### config.mk
export PLATFORM = sky130hd
export DESIGN_NAME = lcd_bus_master_flat
export DESIGN_NICKNAME = d
export VERILOG_FILES = /design/src/rtl/lcd_bus_master_if.sv /design/src/rtl/lcd_bus_master.sv /design/src/flat_wrapper.sv
export SDC_FILE = /design/constraint.sdc
export NUM_CORES = 1
export LEC_CHECK = 0
export BUFFER_PORTS_ARGS = -buffer_cell sky130_fd_sc_hd__buf_4
export CORE_MARGIN = 5
export CORE_UTILIZATION = 40
export CTS_CLUSTER_SIZE = 40
export DETAILED_ROUTE_END_ITERATION = 10
export PLACE_DENSITY = 0.75
export SLEW_MARGIN = 20
export SYNTH_ARGS = -nofsm -noshare
export SYNTH_HDL_FRONTEND = slang
export SYNTH_SLANG_ARGS = --single-unit
### constraint.sdc
create_clock -name i_mclk -period 5.06 [get_ports i_mclk]
set_input_delay 1.012 -clock i_mclk [delete_from_list [all_inputs] [get_ports i_mclk]]
set_output_delay 1.012 -clock i_mclk [all_outputs]
set_load 0.02 [all_outputs]
### src/rtl/lcd_bus_master_if.sv
// -----------------------------------------------------------------------------
// lcd_bus_master_if
//
// Groups the word stream feeding lcd_bus_master and the 8080-style LCD pins
// it drives. Signal names keep the i_/o_ prefixes as seen from the master.
//
//   Word stream : i_valid, o_ready, i_rs, i_data[15:0], i_last
//   Control     : i_hw_rst_req (level), o_busy
//   LCD pins    : o_lcd_wr, o_lcd_rs, o_lcd_cs_n, o_lcd_rst_n,
//                 o_lcd_data[BUS_WIDTH-1:0]
//
// modport master : the bus master (consumes words, drives the pins)
// modport slave  : the word source plus the panel side
// -----------------------------------------------------------------------------
interface lcd_bus_master_if #(
   parameter int BUS_WIDTH = 16
);
   logic                 i_valid;
   logic                 o_ready;
   logic                 i_rs;
   logic [15:0]          i_data;
   logic                 i_last;
   logic                 i_hw_rst_req;
   logic                 o_busy;
   logic                 o_lcd_wr;
   logic                 o_lcd_rs;
   logic                 o_lcd_cs_n;
   logic                 o_lcd_rst_n;
   logic [BUS_WIDTH-1:0] o_lcd_data;

   modport master (
      input  i_valid, i_rs, i_data, i_last, i_hw_rst_req,
      output o_ready, o_busy,
      output o_lcd_wr, o_lcd_rs, o_lcd_cs_n, o_lcd_rst_n, o_lcd_data
   );

   modport slave (
      output i_valid, i_rs, i_data, i_last, i_hw_rst_req,
      input  o_ready, o_busy,
      input  o_lcd_wr, o_lcd_rs, o_lcd_cs_n, o_lcd_rst_n, o_lcd_data
   );
endinterface

### src/rtl/lcd_bus_master.sv
// -----------------------------------------------------------------------------
// lcd_bus_master
//
// Write-only 8080-style parallel LCD bus master. Words arriving on a
// valid/ready stream are turned into CS_N/RS/DATA/WR waveforms with
// programmable setup, strobe-low and recovery widths. In 8-bit mode each
// 16-bit word is sent as two beats, high byte first. The block also
// generates the panel hardware-reset pulse after power-up and on request.
//
// Ports
//   i_mclk  : clock
//   i_rst_n : asynchronous active-low reset
//   bus     : lcd_bus_master_if.master (word stream, control, LCD pins)
//
// All o_lcd_* pins come straight from flops. o_ready and o_busy are decoded
// from the state register (o_ready additionally from i_hw_rst_req).
// -----------------------------------------------------------------------------
module lcd_bus_master #(
   parameter int BUS_WIDTH    = 16,
   parameter int SETUP_CYC    = 1,
   parameter int WR_LOW_CYC   = 2,
   parameter int WR_HIGH_CYC  = 2,
   parameter int CS_IDLE_CYC  = 4,
   parameter int RST_LOW_CYC  = 8,
   parameter int RST_WAIT_CYC = 16
) (
   input logic              i_mclk,
   input logic              i_rst_n,
   lcd_bus_master_if.master bus
);

   // Parameter legality is checked at elaboration.
   if (BUS_WIDTH != 8 && BUS_WIDTH != 16) begin : g_bad_width
      $error("lcd_bus_master: BUS_WIDTH must be 8 or 16");
   end
   if (SETUP_CYC < 1 || WR_LOW_CYC < 1 || WR_HIGH_CYC < 1 ||
       CS_IDLE_CYC < 1 || RST_LOW_CYC < 1 || RST_WAIT_CYC < 1) begin : g_bad_timing
      $error("lcd_bus_master: all cycle counts must be >= 1");
   end

   function automatic int max_i(input int a, input int b);
      return (a > b) ? a : b;
   endfunction

   // One shared counter times every state; in IDLE it doubles as the
   // CS_N auto-release counter.
   localparam int MAX_CYC = max_i(max_i(max_i(SETUP_CYC, WR_LOW_CYC),
                                        max_i(WR_HIGH_CYC, CS_IDLE_CYC)),
                                  max_i(RST_LOW_CYC, RST_WAIT_CYC));
   localparam int CNT_W   = (MAX_CYC > 1) ? $clog2(MAX_CYC) : 1;

   localparam logic [CNT_W-1:0] SETUP_LAST    = CNT_W'(SETUP_CYC - 1);
   localparam logic [CNT_W-1:0] WR_LOW_LAST   = CNT_W'(WR_LOW_CYC - 1);
   localparam logic [CNT_W-1:0] WR_HIGH_LAST  = CNT_W'(WR_HIGH_CYC - 1);
   localparam logic [CNT_W-1:0] CS_IDLE_LAST  = CNT_W'(CS_IDLE_CYC - 1);
   localparam logic [CNT_W-1:0] RST_LOW_LAST  = CNT_W'(RST_LOW_CYC - 1);
   localparam logic [CNT_W-1:0] RST_WAIT_LAST = CNT_W'(RST_WAIT_CYC - 1);

   typedef enum logic [2:0] {
      ST_RST_LOW,
      ST_RST_WAIT,
      ST_IDLE,
      ST_SETUP,
      ST_WR_LOW,
      ST_WR_HIGH
   } state_t;

   state_t               state_q;
   logic [CNT_W-1:0]     cnt_q;
   logic                 wr_q;
   logic                 rs_q;
   logic                 cs_n_q;
   logic                 lcd_rst_n_q;
   logic [BUS_WIDTH-1:0] data_q;
   logic [7:0]           lo_q;     // low byte held for the second 8-bit beat
   logic                 last_q;
   logic                 beat_q;   // 1 while sending the second 8-bit beat

   // NOTE: every register here, including the data latch, gets an async reset
   // so the pins go to safe values the instant i_rst_n falls, with no clock.
   always_ff @(posedge i_mclk or negedge i_rst_n) begin
      if (!i_rst_n) begin
         state_q     <= ST_RST_LOW;
         cnt_q       <= '0;
         wr_q        <= 1'b1;
         rs_q        <= 1'b0;
         cs_n_q      <= 1'b1;
         lcd_rst_n_q <= 1'b0;
         data_q      <= '0;
         lo_q        <= '0;
         last_q      <= 1'b0;
         beat_q      <= 1'b0;
      end else begin
         // NOTE: non-blocking assignments only, so every branch below reads
         // the pre-edge value of each register regardless of statement order.
         case (state_q)
            ST_RST_LOW: begin
               if (cnt_q == RST_LOW_LAST) begin
                  state_q     <= ST_RST_WAIT;
                  cnt_q       <= '0;
                  lcd_rst_n_q <= 1'b1;
               end else begin
                  cnt_q <= cnt_q + CNT_W'(1);
               end
            end

            ST_RST_WAIT: begin
               if (cnt_q == RST_WAIT_LAST) begin
                  state_q <= ST_IDLE;
                  cnt_q   <= '0;
               end else begin
                  cnt_q <= cnt_q + CNT_W'(1);
               end
            end

            ST_IDLE: begin
               if (bus.i_hw_rst_req) begin
                  // Reset request wins over a pending word.
                  state_q     <= ST_RST_LOW;
                  cnt_q       <= '0;
                  cs_n_q      <= 1'b1;
                  lcd_rst_n_q <= 1'b0;
               end else if (bus.i_valid) begin
                  state_q <= ST_SETUP;
                  cnt_q   <= '0;
                  cs_n_q  <= 1'b0;
                  rs_q    <= bus.i_rs;
                  // 16-bit: whole word; 8-bit: high byte goes first.
                  data_q  <= bus.i_data[15 -: BUS_WIDTH];
                  lo_q    <= bus.i_data[7:0];
                  last_q  <= bus.i_last;
                  beat_q  <= 1'b0;
               end else if (cnt_q == CS_IDLE_LAST) begin
                  // Counter saturates here; CS_N stays released.
                  cs_n_q <= 1'b1;
               end else begin
                  cnt_q <= cnt_q + CNT_W'(1);
               end
            end

            ST_SETUP: begin
               if (cnt_q == SETUP_LAST) begin
                  state_q <= ST_WR_LOW;
                  cnt_q   <= '0;
                  wr_q    <= 1'b0;
               end else begin
                  cnt_q <= cnt_q + CNT_W'(1);
               end
            end

            ST_WR_LOW: begin
               if (cnt_q == WR_LOW_LAST) begin
                  state_q <= ST_WR_HIGH;
                  cnt_q   <= '0;
                  wr_q    <= 1'b1;
               end else begin
                  cnt_q <= cnt_q + CNT_W'(1);
               end
            end

            ST_WR_HIGH: begin
               if (cnt_q == WR_HIGH_LAST) begin
                  cnt_q <= '0;
                  if (BUS_WIDTH == 8 && !beat_q) begin
                     state_q <= ST_SETUP;
                     beat_q  <= 1'b1;
                     data_q  <= BUS_WIDTH'(lo_q);
                  end else begin
                     state_q <= ST_IDLE;
                     if (last_q) cs_n_q <= 1'b1;
                  end
               end else begin
                  cnt_q <= cnt_q + CNT_W'(1);
               end
            end

            default: begin
               state_q <= ST_RST_LOW;
               cnt_q   <= '0;
            end
         endcase
      end
   end

   assign bus.o_ready     = (state_q == ST_IDLE) && !bus.i_hw_rst_req;
   assign bus.o_busy      = (state_q != ST_IDLE);
   assign bus.o_lcd_wr    = wr_q;
   assign bus.o_lcd_rs    = rs_q;
   assign bus.o_lcd_cs_n  = cs_n_q;
   assign bus.o_lcd_rst_n = lcd_rst_n_q;
   assign bus.o_lcd_data  = data_q;

endmodule

### src/flat_wrapper.sv
// flat-port wrapper written by rule: the top's interface ports become plain ports
module lcd_bus_master_flat 
#(
   parameter int BUS_WIDTH    = 16,
   parameter int SETUP_CYC    = 1,
   parameter int WR_LOW_CYC   = 2,
   parameter int WR_HIGH_CYC  = 2,
   parameter int CS_IDLE_CYC  = 4,
   parameter int RST_LOW_CYC  = 8,
   parameter int RST_WAIT_CYC = 16
)
  (i_mclk, i_rst_n, bus_i_valid, bus_i_rs, bus_i_data, bus_i_last, bus_i_hw_rst_req, bus_o_ready, bus_o_busy, bus_o_lcd_wr, bus_o_lcd_rs, bus_o_lcd_cs_n, bus_o_lcd_rst_n, bus_o_lcd_data);
  lcd_bus_master_if #(.BUS_WIDTH(BUS_WIDTH)) bus_i ();
  input logic i_mclk;
  input logic i_rst_n;
  input wire logic [$bits(bus_i.i_valid)-1:0] bus_i_valid;
  input wire logic [$bits(bus_i.i_rs)-1:0] bus_i_rs;
  input wire logic [$bits(bus_i.i_data)-1:0] bus_i_data;
  input wire logic [$bits(bus_i.i_last)-1:0] bus_i_last;
  input wire logic [$bits(bus_i.i_hw_rst_req)-1:0] bus_i_hw_rst_req;
  output wire logic [$bits(bus_i.o_ready)-1:0] bus_o_ready;
  output wire logic [$bits(bus_i.o_busy)-1:0] bus_o_busy;
  output wire logic [$bits(bus_i.o_lcd_wr)-1:0] bus_o_lcd_wr;
  output wire logic [$bits(bus_i.o_lcd_rs)-1:0] bus_o_lcd_rs;
  output wire logic [$bits(bus_i.o_lcd_cs_n)-1:0] bus_o_lcd_cs_n;
  output wire logic [$bits(bus_i.o_lcd_rst_n)-1:0] bus_o_lcd_rst_n;
  output wire logic [$bits(bus_i.o_lcd_data)-1:0] bus_o_lcd_data;
  assign bus_i.i_valid = bus_i_valid;
  assign bus_i.i_rs = bus_i_rs;
  assign bus_i.i_data = bus_i_data;
  assign bus_i.i_last = bus_i_last;
  assign bus_i.i_hw_rst_req = bus_i_hw_rst_req;
  assign bus_o_ready = bus_i.o_ready;
  assign bus_o_busy = bus_i.o_busy;
  assign bus_o_lcd_wr = bus_i.o_lcd_wr;
  assign bus_o_lcd_rs = bus_i.o_lcd_rs;
  assign bus_o_lcd_cs_n = bus_i.o_lcd_cs_n;
  assign bus_o_lcd_rst_n = bus_i.o_lcd_rst_n;
  assign bus_o_lcd_data = bus_i.o_lcd_data;
  lcd_bus_master #(.BUS_WIDTH(BUS_WIDTH), .SETUP_CYC(SETUP_CYC), .WR_LOW_CYC(WR_LOW_CYC), .WR_HIGH_CYC(WR_HIGH_CYC), .CS_IDLE_CYC(CS_IDLE_CYC), .RST_LOW_CYC(RST_LOW_CYC), .RST_WAIT_CYC(RST_WAIT_CYC)) u_core (.i_mclk(i_mclk), .i_rst_n(i_rst_n), .bus(bus_i));
endmodule
==> out/metrics.cfg <==
[timing]
setup_violations = 0
fin_skew_ps = 8.78
grt_setup_unrepaired = false
finalHoldViolCount = 0
max_clock_freq_ghz = 0.358
slew_violations = 0
worstMarginPinSlew_ps = 526
fin_crit_ps = 2800
finalCritPeriodShare_pct = 55.2
finalSetupTns_ps = 0
slew_headroom_pct = 64.6

[placed_design]
dp_hpwl_mm = 2.16
place_area_mm2 = 0.00176
placedCellCount = 202
io_buffers = 43
place_congestion = 0.821

[die]
die_h_um = 69.7
dieArea_mm2 = 0.00485
fp.dieW_um = 69.7
num_rows = 21
initial_utilization_pct = 42.0
core_area_mm2 = 0.00339
ios = 44

[critical_path]
rr_worst_depth = 6
r2r_slack_ps = 3150
critPathMaxFanout = 7
cp-end-kind = output port
cp_data_required_time_ps = 4050
reg2reg_from = u_core.cnt_q[1]$_DFFE_PN0P_
crit_path_end = bus_o_ready
cp-startpoint = bus_i_hw_rst_req
r2r_end = u_core.cnt_q[0]$_DFFE_PN0P_
crit_type = input port to output port
crit_arrival_ps = 1780
crit_path_start_kind = input port

[cts]
cts_root_buffer = clkbuf_4
clk_pin_slew_ps = 150
post_cts_buffers = 0
clock_path_buffers = 2
cts_buffers = 3
cts_max_level = 1
cts_tree = done
hold_buffers = 0
clock_latency_ps = 320
clock-sinks = 28
cts_resized = 0

[finish]
multi_input_area_um2 = 658
fin_cells = 206
nets = 186
seqCellArea_um2 = 703
syn_to_final_growth_pct = 27.1
diodes = 0
fill_cells = 281
fin_area_mm2 = 0.00181
layout-drive-gt1-share_pct = 45.0

[pwr]
p_leak_nw = 0.882
ir_worst_vdd_v = 0.000273
p_per_area_mw_per_mm2 = 612

[routing]
vias = 1024
wl_per_cell_um = 13.7
drc = 0
drt_wl_total_mm = 2.83
drtIter0Drc = 54
vias_per_cell = 4.97
ant_nets = 0
firstDrtPassIters = 4

[yosys]
yosysWarnings = 0
synth_top_area_cell = dfrtp_1
synth.area.top_cells = dfrtp_1 (46%), mux2_4 (11%), mux2_2 (6.3%), dfstp_2 (3.7%), nor2_1 (2.9%)
synth_cell_types = 38
avgSynthCellArea_um2 = 12.0
ys_seq_elements = 28
synthArstFlopShare_pct = 100
synthesis.instances = 119
syn_area_mm2 = 0.00142
seq_area_frac_synth_pct = 49.4
syn_nets = 144
synthFlopType = dfrtp_1
synth_edf_count = 0
synth.top_cell.area_share_pct = 45.7

[global_routing]
grt-ovfl-total = 0
grt_pass1_wl_mm = 4.86
grt_usage_pct = 12.2
grt_start_max_net_pins = 29
grt_pass1_vias = 1084
antenna_found_initial = 0

[run_status]
outcome = complete, no violations

[flow_run]
cap_violations = 0

[min_path]
min_path_cells = 1
hp-class = flip-flop to flip-flop

[synthesized netlist by cell type, types with 2 or more instances]
library cell / n
a21oi_1: 7
buf_2: 2
buf_6: 3
dfrtp_1: 26
dfstp_2: 2
ha_1: 3
inv_1: 4
mux2_2: 8
mux2_4: 10
nand2_1: 8
nand3_1: 2
nor2_1: 11
nor2b_1: 2
nor3b_2: 2
nor4_1: 2
o21a_1: 2
o21ai_0: 3
xor2_1: 2
[kinds of logic (layout without fill, tap and decap cells)]
family	after synthesis	count (layout)	synth area share (%)
xor+xnor	3	3	1.85
compound gates	20	20	9.31
mux	18	18	16.9
fa+ha+maj	3	3	2.64
buf+inv	10	51	4.39
simple gates	37	37	15.6
flops	28	28	49.4
[sequential cells by signal, summed over array words and instances, names as in the netlist]
register                flops
u_core.state_q              3
u_core.bus.o_lcd_rs         1
u_core.bus.o_lcd_data      16
u_core.cnt_q                4
u_core.bus.o_lcd_rst_n      1
u_core.bus.o_lcd_cs_n       1
u_core.bus.o_lcd_wr         1
u_core.last_q               1
[final cells by class]
class                   count  area share [%]
flip-flops and latches     28            38.9
multi-input cells          81            36.4
clock buffers               3            1.24
repair buffers             43            17.8
well taps                  46            3.18
clock inverters             1            1.66
inverters                   4           0.830
[placed cells by master, fill, tap and decap left out, types with 2 or more instances in the layout]
cell,netlist,routed
a21oi_1,7,7
buf_4,0,43
clkbuf_4,0,3
dfrtp_1,26,26
dfstp_2,2,2
ha_1,3,3
inv_1,4,4
mux2_2,8,8
mux2_4,10,10
nand2_1,8,8
nand3_1,2,2
nor2_1,11,11
nor2b_1,2,2
nor3b_2,2,2
nor4_1,2,2
o21a_1,2,2
o21ai_0,3,3
xor2_1,2,2
[stage by stage]
stage | utilization [%] | hold WS [ps] | worst slack, ps | power, mW
floorplan | - | 482 | 2530 | 0.796
global placement | 51.8 | 492 | 2310 | 0.955
detailed placement | 51.8 | 495 | 2260 | 0.973
CTS | 53.4 | 530 | 2250 | 1.12
global route | 53.4 | 550 | 2230 | 1.19
finish | 53.4 | 527 | 2260 | 1.11
[worst min-delay path by stage]
stage / end / start
global placement: u_core.bus.o_lcd_data[13]$_DFFE_PN0P_ / u_core.bus.o_lcd_data[13]$_DFFE_PN0P_
detailed placement: u_core.bus.o_lcd_data[7]$_DFFE_PN0P_ / u_core.bus.o_lcd_data[7]$_DFFE_PN0P_
global route: u_core.bus.o_lcd_data[13]$_DFFE_PN0P_ / u_core.bus.o_lcd_data[13]$_DFFE_PN0P_
CTS: u_core.bus.o_lcd_data[13]$_DFFE_PN0P_ / u_core.bus.o_lcd_data[13]$_DFFE_PN0P_
floorplan: u_core.last_q$_DFFE_PN0P_ / u_core.last_q$_DFFE_PN0P_
finish: u_core.bus.o_lcd_data[13]$_DFFE_PN0P_ / u_core.bus.o_lcd_data[13]$_DFFE_PN0P_
[report_power, final]
group | switching (mW) | internal, mW | total [mW]
combinational | 0.255 | 0.274 | 0.529
clock | 0.0629 | 0.0801 | 0.143
sequential | 0.109 | 0.326 | 0.436
total | 0.427 | 0.681 | 1.11
[per-layer routing]
metal | wire, µm | GRT usage (%)
met5 | 0 | 0
met4 | 19 | 3.83
met3 | 276 | 4.64
met2 | 1270 | 19.5
met1 | 1270 | 15.4
[worst max-delay path: stages]
cell	delay, ps
buf_4	130
nor4b_4	410
buf_4	230
No activity file was read; power rests on OpenSTA's default activity.
